### config.mk
export PLATFORM = sky130hd
export DESIGN_NAME = niosii_system_sysid_ext
export DESIGN_NICKNAME = d
export VERILOG_FILES = /design/src/rtl/niosii_system_sysid_ext.sv
export SDC_FILE = /design/constraint.sdc
export NUM_CORES = 1
export LEC_CHECK = 0
export ABC_AREA = 0
export ABC_CLOCK_PERIOD_IN_PS = 2800
export CAP_MARGIN = 10
export CELL_PAD_IN_SITES_DETAIL_PLACEMENT = 1
export CELL_PAD_IN_SITES_GLOBAL_PLACEMENT = 1
export CORE_UTILIZATION = 40
export DETAILED_ROUTE_END_ITERATION = 10
export HOLD_SLACK_MARGIN = 0.05
export PLACE_DENSITY_LB_ADDON = 0.05
export REMOVE_ABC_BUFFERS = 1
export SYNTH_ARGS = -nofsm -noshare
export SYNTH_HDL_FRONTEND = slang
export SYNTH_SLANG_ARGS = --single-unit
### constraint.sdc
create_clock -name clock -period 2.8 [get_ports clock]
set_input_delay 0.84 -clock clock [delete_from_list [all_inputs] [get_ports clock]]
set_output_delay 0.84 -clock clock [all_outputs]
set_load 0.02 [all_outputs]
### src/rtl/niosii_system_sysid_ext.sv
// System-ID slave for the Nios II Avalon-MM fabric: build ID/timestamp, uptime counter with
// atomic LO/HI snapshot, lockable scratch registers and a read counter, with fixed-latency reads.
module niosii_system_sysid_ext #(
    parameter logic [31:0] ID_VALUE     = 32'h0000_0000,
    parameter logic [31:0] TIMESTAMP    = 32'd1393714090,
    parameter int          READ_LATENCY = 2,
    parameter int          UPTIME_W     = 64
) (
    input  logic        clock,
    input  logic        reset,
    input  logic [2:0]  address,
    input  logic        read,
    input  logic        write,
    input  logic [31:0] writedata,
    input  logic [3:0]  byteenable,
    output logic [31:0] readdata,
    output logic        readdatavalid
);

    localparam logic [2:0] ADDR_ID        = 3'd0;
    localparam logic [2:0] ADDR_TIMESTAMP = 3'd1;
    localparam logic [2:0] ADDR_UPTIME_LO = 3'd2;
    localparam logic [2:0] ADDR_UPTIME_HI = 3'd3;
    localparam logic [2:0] ADDR_SCRATCH0  = 3'd4;
    localparam logic [2:0] ADDR_SCRATCH1  = 3'd5;
    localparam logic [2:0] ADDR_CONTROL   = 3'd6;
    localparam logic [2:0] ADDR_RDCOUNT   = 3'd7;

    // Request decode
    logic rd_accept;
    logic ctrl_wr;
    logic uptime_clr;
    logic rdcnt_clr;
    logic freeze_wr;
    logic lock_set;

    always_comb begin
        rd_accept  = read & ~write;
        ctrl_wr    = write && (address == ADDR_CONTROL);
        uptime_clr = ctrl_wr & byteenable[0] & writedata[0];
        freeze_wr  = ctrl_wr & byteenable[0];
        rdcnt_clr  = ctrl_wr & byteenable[0] & writedata[2];
        lock_set   = ctrl_wr & byteenable[1] & writedata[8];
    end

    // Uptime counter and high-word snapshot
    logic [UPTIME_W-1:0] uptime_reg;
    logic [UPTIME_W-1:0] uptime_next;
    logic [31:0]         hi_snap_reg;
    logic [31:0]         hi_snap_next;
    logic [31:0]         uptime_hi_ext;
    logic                freeze_reg;
    logic                freeze_next;
    logic                lock_reg;
    logic                lock_next;

    always_comb begin
        uptime_hi_ext = '0;
        uptime_hi_ext[UPTIME_W-33:0] = uptime_reg[UPTIME_W-1:32];
    end

    always_comb begin
        uptime_next = uptime_reg;
        if (uptime_clr) begin
            uptime_next = '0;
        end else if (!freeze_reg) begin
            uptime_next = uptime_reg + UPTIME_W'(1);
        end
    end

    // The snapshot only moves on a LO read, so a following HI read pairs with it.
    always_comb begin
        hi_snap_next = hi_snap_reg;
        if (rd_accept && (address == ADDR_UPTIME_LO)) begin
            hi_snap_next = uptime_hi_ext;
        end
    end

    always_comb begin
        freeze_next = freeze_wr ? writedata[1] : freeze_reg;
        lock_next   = lock_reg | lock_set;
    end

    always_ff @(posedge clock) begin
        if (reset) begin
            uptime_reg  <= '0;
            hi_snap_reg <= '0;
            freeze_reg  <= 1'b0;
            lock_reg    <= 1'b0;
        end else begin
            uptime_reg  <= uptime_next;
            hi_snap_reg <= hi_snap_next;
            freeze_reg  <= freeze_next;
            lock_reg    <= lock_next;
        end
    end

    // Scratch registers, byte-writable until locked
    logic [31:0] scratch_q [2];

    generate
        for (genvar gi = 0; gi < 2; gi++) begin : gen_scratch
            localparam logic [2:0] SCR_ADDR = ADDR_SCRATCH0 + 3'(gi);
            logic [31:0] scratch_reg;
            logic [31:0] scratch_next;

            always_comb begin
                scratch_next = scratch_reg;
                if (write && (address == SCR_ADDR) && !lock_reg) begin
                    for (int b = 0; b < 4; b++) begin
                        if (byteenable[b]) begin
                            scratch_next[8*b +: 8] = writedata[8*b +: 8];
                        end
                    end
                end
            end

            always_ff @(posedge clock) begin
                if (reset) begin
                    scratch_reg <= '0;
                end else begin
                    scratch_reg <= scratch_next;
                end
            end

            assign scratch_q[gi] = scratch_reg;
        end
    endgenerate

    // Read-transaction counter; a clear overrides a same-cycle increment
    logic [31:0] read_count_reg;
    logic [31:0] read_count_next;

    always_comb begin
        read_count_next = read_count_reg;
        if (rdcnt_clr) begin
            read_count_next = '0;
        end else if (rd_accept && (read_count_reg != 32'hFFFF_FFFF)) begin
            read_count_next = read_count_reg + 32'd1;
        end
    end

    always_ff @(posedge clock) begin
        if (reset) begin
            read_count_reg <= '0;
        end else begin
            read_count_reg <= read_count_next;
        end
    end

    // Read data is taken from current register state, ahead of this cycle's updates
    logic [31:0] control_rd;
    logic [31:0] rd_data_sel;

    always_comb begin
        control_rd    = '0;
        control_rd[1] = freeze_reg;
        control_rd[8] = lock_reg;
    end

    always_comb begin
        rd_data_sel = '0;
        case (address)
            ADDR_ID:        rd_data_sel = ID_VALUE;
            ADDR_TIMESTAMP: rd_data_sel = TIMESTAMP;
            ADDR_UPTIME_LO: rd_data_sel = uptime_reg[31:0];
            ADDR_UPTIME_HI: rd_data_sel = hi_snap_reg;
            ADDR_SCRATCH0:  rd_data_sel = scratch_q[0];
            ADDR_SCRATCH1:  rd_data_sel = scratch_q[1];
            ADDR_CONTROL:   rd_data_sel = control_rd;
            ADDR_RDCOUNT:   rd_data_sel = read_count_reg;
            default:        rd_data_sel = '0;
        endcase
    end

    // Fixed-latency pipeline; data is zeroed whenever its valid bit is low
    logic        valid_pipe_reg [READ_LATENCY];
    logic [31:0] data_pipe_reg  [READ_LATENCY];

    always_ff @(posedge clock) begin
        if (reset) begin
            for (int i = 0; i < READ_LATENCY; i++) begin
                valid_pipe_reg[i] <= 1'b0;
                data_pipe_reg[i]  <= '0;
            end
        end else begin
            valid_pipe_reg[0] <= rd_accept;
            data_pipe_reg[0]  <= rd_accept ? rd_data_sel : 32'd0;
            for (int i = 1; i < READ_LATENCY; i++) begin
                valid_pipe_reg[i] <= valid_pipe_reg[i-1];
                data_pipe_reg[i]  <= data_pipe_reg[i-1];
            end
        end
    end

    assign readdata      = data_pipe_reg[READ_LATENCY-1];
    assign readdatavalid = valid_pipe_reg[READ_LATENCY-1];

endmodule

==> results of run 1 <==
==> placed cells by master, fill, tap and decap left out, types with 5 or more instances in the layout <==
cell type                         Yosys  final
sky130_fd_sc_hd__dfxtp_1            260    260
sky130_fd_sc_hd__xnor2_1             17     17
sky130_fd_sc_hd__nand2_1            185    185
sky130_fd_sc_hd__xor2_1              29     29
sky130_fd_sc_hd__nor2b_1             46     46
sky130_fd_sc_hd__or4_1               21     21
sky130_fd_sc_hd__a222oi_1             8      8
sky130_fd_sc_hd__clkdlybuf4s50_1      0     73
sky130_fd_sc_hd__clkinv_2             0      6
sky130_fd_sc_hd__a22oi_1             20     20
sky130_fd_sc_hd__buf_4               34     75
sky130_fd_sc_hd__and4_1              11     11
sky130_fd_sc_hd__a221oi_1             5      5
sky130_fd_sc_hd__buf_12               0      8
sky130_fd_sc_hd__a22o_1              12     12
sky130_fd_sc_hd__o31ai_1             18     18
sky130_fd_sc_hd__a21oi_1            188    188
sky130_fd_sc_hd__nor3_1              11     11
sky130_fd_sc_hd__mux2_2               6      6
sky130_fd_sc_hd__clkinvlp_4           0      5
sky130_fd_sc_hd__nor2_1              91     91
sky130_fd_sc_hd__or3_1               25     25
sky130_fd_sc_hd__and2_1               7      7
sky130_fd_sc_hd__mux2i_1             18     18
sky130_fd_sc_hd__nand4_1             30     30
sky130_fd_sc_hd__clkbuf_8             0      5
sky130_fd_sc_hd__o21ai_0             32     32
sky130_fd_sc_hd__clkbuf_16            0     31
sky130_fd_sc_hd__nand2b_1             7      7
sky130_fd_sc_hd__nand3_1            101    101
sky130_fd_sc_hd__and3_1              11     11
sky130_fd_sc_hd__o211ai_1             6      6
sky130_fd_sc_hd__nor4_1              14     14
sky130_fd_sc_hd__inv_1               20     20
==> power by group through the flow <==
stage | clock network [W] | registers, W | logic, W
2_1_floorplan | 0 | 0.00382 | 0.000122
3_3_place_gp | 0 | 0.00383 | 0.000411
3_5_place_dp | 0 | 0.00383 | 0.000415
4_1_cts | 0.00422 | 0.00375 | 0.000417
5_1_grt | 0.00439 | 0.00375 | 0.000446
6_report | 0.00414 | 0.00375 | 0.000419
==> Yosys cell counts, drive strengths merged, types with 13 or more instances <==
master / count
xnor2: 17
dfxtp: 260
nor2b: 46
nand2: 187
nand4: 35
nand3: 101
a21oi: 188
xor2: 29
or4: 22
inv: 20
mux2i: 18
a22oi: 20
o31ai: 18
nor2: 91
nor3: 13
nor4: 18
o21ai: 34
buf: 51
clkbuf: 67
or3: 25
==> metal layers <==
metal	part of all wire (%)	routed length (microns)	global-route usage, %	vias to the layer above
li1	-	-	-	4991
met1	46	17700	35.7	5158
met2	47	18200	44.4	247
met3	4.5	1750	3.29	65
met4	2.9	1140	8.85	0
met5	0	0	0	-
==> logic make-up (layout without fill, tap and decap cells) <==
logic type / after synthesis / in the layout / share of synthesized area, %
buf+inv: 139 / 233 / 5.87
mux: 24 / 24 / 2.16
flops: 260 / 260 / 45.3
compound gates: 312 / 312 / 16.0
fa+ha+maj: 2 / 2 / 0.218
xor+xnor: 46 / 46 / 3.51
simple gates: 590 / 590 / 26.9
==> cell type report <==
class	count	area, sq um
fill	3340	14100
multi-input combinational	974	5620
sequential	260	5200
timing repair buffer	157	1460
clock buffer	39	856
tap	378	473
clock inverter	16	196
inverter	21	78.8
==> per-stage QoR <==
stage          utilization [%]  area (sq um)
6_report                  49.6         13900
5_1_grt                   49.6         13900
4_1_cts                   49.6         13900
3_5_place_dp              45.8         12800
3_3_place_gp              45.8         12800
2_1_floorplan                -         10900
==> worst max-delay path, cell delays in order (launching register included) <==
cell                      delay, ns
sky130_fd_sc_hd__dfxtp_1       0.50
sky130_fd_sc_hd__nand4_1       0.40
sky130_fd_sc_hd__nor2_1        0.42
sky130_fd_sc_hd__nand3_1       0.33
sky130_fd_sc_hd__or4_1         0.54
sky130_fd_sc_hd__a21oi_1       0.15
==> worst max path at each step <==
stage,start,endpoint,slack (ns),cells after the start
floorplan,address[1],gen_scratch[0].scratch_reg[0],-0.64,5
global placement,address[1],data_pipe_reg[0][26],-0.11,6
detailed placement,address[2],data_pipe_reg[0][9],-0.11,8
CTS,uptime_reg[25],uptime_reg[55],0.40,5
global route,uptime_reg[6],uptime_reg[57],0.17,6
finish,uptime_reg[25],uptime_reg[55],0.38,5
==> implementation parameters, run 1 <==
Parameter                              Value

Critical path
  Arrival @ worst endpoint    2.90 ns
  Reg-to-reg critical path endpoint    uptime_reg[55]
  Worst setup path class    reg2reg
  Startpoint type of the worst setup path    flop
  Reg-to-reg critical path startpoint    uptime_reg[25]
  R2r setup slk    0.38 ns
  CP Data Required Time    3.28 ns
  Critical Path Fanout Max    6
  Endpoint type of the worst setup path    flop
  Worst reg2reg path depth    5

Worst hold path
  Hold Path Stages    1
  Class of the tightest hold or removal check    reg2reg
  End of the worst hold path    data_pipe_reg[0][32]
  Beginning of the worst hold path    data_pipe_reg[0][0]

STA
  Max Clk Rate    413 MHz
  Final period util    86.5%
  Aggregate negative setup slack    0 ns
  Post-route worst hold slack    0.439 ns
  Worst Max-Slew Pin Slew    0.895 ns
  Worst setup skew after layout    0.0158 ns
  Number of hold violations in the final report    0
  Setup violations, final    0
  Final critical-path setup slack    0.379 ns
  Relative max-transition margin    39.8%
  Max-slew violation total from the final report    0
  Unrepaired setup endpoints after global routing    false
  Time the final worst path needs with I/O delays and setup    2.42 ns

Floorplan
  Number of placed I/O pins    76
  Height of the die    171 microns
  Number of rows in the core area    61
  DIE WIDTH    171 microns
  Area enclosed by the die boundary    29,400 sq um
  Initial standard-cell utilization of the core    41.0%
  Std-Cell Core Area    28,000 sq um

Status
  Run status    finished clean

Global route
  Number of global-route vias before repair    10,600
  Aggregate global routing overflow    0
  Global-route wire length before repair    60,400 microns
  Number of antenna violations at the first check in global routing    0
  Largest net degree at the start of global routing    82
  Total Routing Usage GR    26.7%

Route
  Vias    10,500
  Wire length per cell    21.0 microns
  Avg Vias per Cell    5.67
  Post-route ant nets    0
  First drt pass iteration count    7
  DR DRC count    0
  Initial DRC Count    631
  Detailed Route WL    38,800 microns

Power and ir drop
  Switching Fraction    22.9%
  Part of the total power dissipated in the clock network    49.9%
  Power per cell area    598 nW/um^2
  Total leakage power    4.70 nW
  Int Power    0.00640 W
  Sw power    0.00191 W
  Portion of total power attributed to sequential cells    45.1%
  Post-route total power    0.00831 W
  Gate power share    5.0%
  IR Drop Worst-Case VDD    0.436 mV

Place
  Number of input and output port buffers inserted    75
  DP Worst Slack    -0.111 ns
  Final GP Congestion    0.870
  Number of placed instances with taps included    1,790
  HPWL after detailed placement    28,600 microns

Logic synthesis
  Mean instance size in the synthesized netlist    8.37 sq um
  Post-synth EDFFs    0
  Largest area contributor in the synthesized netlist    sky130_fd_sc_hd__dfxtp_1
  Sequential-to-total area share from yosys stat    45.3%
  Gate count after technology mapping    1,373
  Ys flop type    sky130_fd_sc_hd__dfxtp_1
  Area share of the leading cell type in the synthesized netlist    45.3%
  Async set-or-reset flop fraction in the synthesized netlist    0%
  Netlist area before placement    11,500 sq um
  Distinct cell type count of the synthesized netlist    62
  Synth warnings    0
  Number of register bits inferred by synthesis    260
  Cell types with the largest area share after synthesis    sky130_fd_sc_hd__dfxtp_1, sky130_fd_sc_hd__a21oi_1, sky130_fd_sc_hd__nand2_1

Layout
  Final layout net count    1,489
  Ratio of cells with drive above 1 in the final layout    11.2%
  Synthesis-to-layout area growth    20.9%
  Layout Cells excl Fill    1,845
  # diodes    0

Clocking
  Clock slew seen by the registers of the worst setup and hold paths    0.06 ns
  Post-CTS sizing    0
  Clock latency at the later pin of the worst-skew pair    0.56 ns
  Post-cts hold buffer count    0
  Clock tree from TritonCTS    built
  Worst-case clock buffer depth    3
  # Post-CTS Setup Buffers    0
  Clk sink count    260
  Htree depth    1
  Number of buffers created by CTS    30
  Clock tree root driver cell    sky130_fd_sc_hd__clkbuf_16

Flow run
  Count of max-cap constraint violations    0
Power figures use the tool's default switching activity.
==> inputs of run 2 (changes only) <==
Settings changed: REMOVE_ABC_BUFFERS 1 to unset.
==> run 2 against run 1 <==
  * Clock power barely moved
  * Critical path depth rose by 2
  * Utilization down 0.19 points
  * Maximum frequency decreased by 1.1%
  * Count of clock-buffer cells in the layout fell by 2
  * Design area decreased by 0.38%
  * Sequential share of layout area is 0.14 points higher
  * Critical path type unchanged
==> implementation parameters, run 2 (synthesized netlist as in run 1, its figures left out) <==
Parameter                              Value

Flow run
  Count of max-cap constraint violations    0 (unchanged)

STA
  Max Clk Rate    409 MHz (-1.1%)
  Worst Max-Slew Pin Slew    0.831 ns (-0.0646 ns)
  Setup violations, final    0 (unchanged)
  Relative max-transition margin    44.1% (+4.3 points)
  Worst setup skew after layout    0.0209 ns (+0.00508 ns)
  Max-slew violation total from the final report    0 (unchanged)
  Time the final worst path needs with I/O delays and setup    2.45 ns (+0.0265 ns)
  Final period util    87.4% (+0.94 points)
  Number of hold violations in the final report    0 (unchanged)
  Aggregate negative setup slack    0 ns (unchanged)
  Unrepaired setup endpoints after global routing    false

Critical path
  Worst setup path class    reg2reg
  Reg-to-reg critical path endpoint    uptime_reg[58]
  Endpoint type of the worst setup path    flop
  Reg-to-reg critical path startpoint    uptime_reg[1]
  Critical Path Fanout Max    11 (+5)
  CP Data Required Time    3.31 ns (+0.03 ns)
  Worst reg2reg path depth    7 (+2)
  R2r setup slk    0.35 ns (-0.03 ns)
  Arrival @ worst endpoint    2.95 ns (+0.05 ns)
  Startpoint type of the worst setup path    flop

Route
  Initial DRC Count    704 (+12%)
  Detailed Route WL    40,200 microns (+3.6%)
  First drt pass iteration count    6 (-1)
  Post-route ant nets    0 (unchanged)
  Wire length per cell    21.8 microns (+3.6%)
  Vias    10,500 (+0.096%)
  Avg Vias per Cell    5.68 (about the same)
  DR DRC count    0 (unchanged)

Global route
  Number of global-route vias before repair    10,200 (-3.5%)
  Global-route wire length before repair    61,100 microns (+1.1%)
  Number of antenna violations at the first check in global routing    0 (unchanged)
  Aggregate global routing overflow    0 (unchanged)
  Largest net degree at the start of global routing    42 (-49%)
  Total Routing Usage GR    27.7% (+1.0 points)

Layout
  Design Area, Final    13,800 sq um (-0.38%)
  Synthesis-to-layout area growth    20.4%
  Most used cells in the layout excluding fill and tap cells    sky130_fd_sc_hd__dfxtp_1, sky130_fd_sc_hd__a21oi_1, sky130_fd_sc_hd__nand2_1
  Final layout net count    1,489 (unchanged)
  Layout fillers    3,326 (-0.42%)
  Final cell utilization of the core    49.4% (-0.19 points)
  # diodes    0 (unchanged)
  Combined area of the multi-input logic cells    5620 sq um (unchanged)
  Layout Cells excl Fill    1,845 (unchanged)
  Ratio of cells with drive above 1 in the final layout    11.2% (-0.068 points)
  Sequential cell area in the final layout    5200 sq um (unchanged)
  Most frequent standard cell in the layout excluding fill and tap cells    sky130_fd_sc_hd__dfxtp_1

Status
  Run status    finished clean

Clocking
  Number of buffers created by CTS    29 (-3.3%)
  Clk sink count    260 (unchanged)
  Clock tree from TritonCTS    built
  Htree depth    1 (unchanged)
  Clock slew seen by the registers of the worst setup and hold paths    0.06 ns (about the same)
  Clock latency at the later pin of the worst-skew pair    0.58 ns (+0.02 ns)
  Clock tree root driver cell    sky130_fd_sc_hd__clkbuf_16
  Worst-case clock buffer depth    3 (unchanged)
  Post-CTS sizing    0 (unchanged)
  Post-cts hold buffer count    0 (unchanged)
  # Post-CTS Setup Buffers    0 (unchanged)

Floorplan
  Number of rows in the core area    61 (unchanged)
  Number of placed I/O pins    76 (unchanged)
  Area enclosed by the die boundary    29,400 sq um (unchanged)
  Initial standard-cell utilization of the core    41.0% (unchanged)
  DIE WIDTH    171 microns (unchanged)
  Std-Cell Core Area    28,000 sq um (unchanged)
  Height of the die    171 microns (unchanged)

Worst hold path
  Beginning of the worst hold path    data_pipe_reg[0][12]
  Class of the tightest hold or removal check    reg2reg
  Hold Path Stages    1 (unchanged)
  End of the worst hold path    data_pipe_reg[0][44]

Place
  Final GP Congestion    1.01 (+16%)
  Number of input and output port buffers inserted    75 (unchanged)
  Number of placed instances with taps included    1,791 (+0.056%)
  Post-DP Area    12,800 sq um (-0.33%)
  HPWL after detailed placement    30,600 microns (+6.9%)

Power and ir drop
  IR Drop Worst-Case VDD    0.380 mV (-13%)
  Power per cell area    599 nW/um^2 (+0.12%)
  Total leakage power    4.69 nW (-0.34%)
  Post-route total power    0.00829 W (-0.26%)

Logic synthesis
  Post-Syn Nets    1,418
-- run 2: cell count changes in the layout (fill, tap and decap cells not counted), moves of 2 or more --
cell	previous run	this run
sky130_fd_sc_hd__clkinv_4	1	3
sky130_fd_sc_hd__buf_4	75	80
sky130_fd_sc_hd__clkinv_2	6	4
sky130_fd_sc_hd__buf_12	8	4
sky130_fd_sc_hd__clkbuf_16	31	29
-- run 2: metrics by stage --
stage          setup slack, ns  hold slack, ns
2_1_floorplan            0.331           0.414
3_3_place_gp           -0.0260           0.421
3_5_place_dp           -0.0298           0.426
4_1_cts                  0.369           0.438
5_1_grt                  0.209           0.453
6_report                 0.352           0.437
-- run 2: area by class of cell --
class	instances	share of cell area [%]
multi-input cells	974	40.6
well taps	378	3.42
flip-flops and latches	260	37.6
inverters	21	0.570
clock buffers	37	5.75
repair buffers	158	10.2
clock inverters	17	1.78
-- run 2: per-layer routing --
layer  global-route usage [%]  vias up  routed length (microns)
met2                     42.8      288                    17500
met4                     8.46        0                     1170
met1                     40.0     5137                    19300
met3                     3.45       51                     2210
li1                         -     4995                        -
met5                        0        -                        0
-- run 2: worst max-delay path by stage --
stage | startpoint | end | slack, ns
final | uptime_reg[1] | uptime_reg[58] | 0.35
after global routing | uptime_reg[1] | uptime_reg[58] | 0.21
after CTS | uptime_reg[1] | uptime_reg[62] | 0.37
after detailed placement | address[2] | data_pipe_reg[0][20] | -0.03
after global placement | address[2] | data_pipe_reg[0][20] | -0.03
after floorplan | address[0] | data_pipe_reg[0][26] | 0.33
-- run 2: worst max-delay path: stages, from the launching register on --
cell and delay, ns:
sky130_fd_sc_hd__dfxtp_1 0.54, sky130_fd_sc_hd__ha_1 0.32, sky130_fd_sc_hd__nand2_1 0.15, sky130_fd_sc_hd__nor3_2 0.33
sky130_fd_sc_hd__nand4_1 0.20, sky130_fd_sc_hd__buf_4 0.23, sky130_fd_sc_hd__or4_1 0.47, sky130_fd_sc_hd__a21oi_1 0.15
-- run 2: where the power goes --
group          leakage [nW]  internal (W)  switching (W)
clock network         0.500       0.00249        0.00165
logic                  2.09      0.000155       0.000244
registers              2.10       0.00372      0.0000286
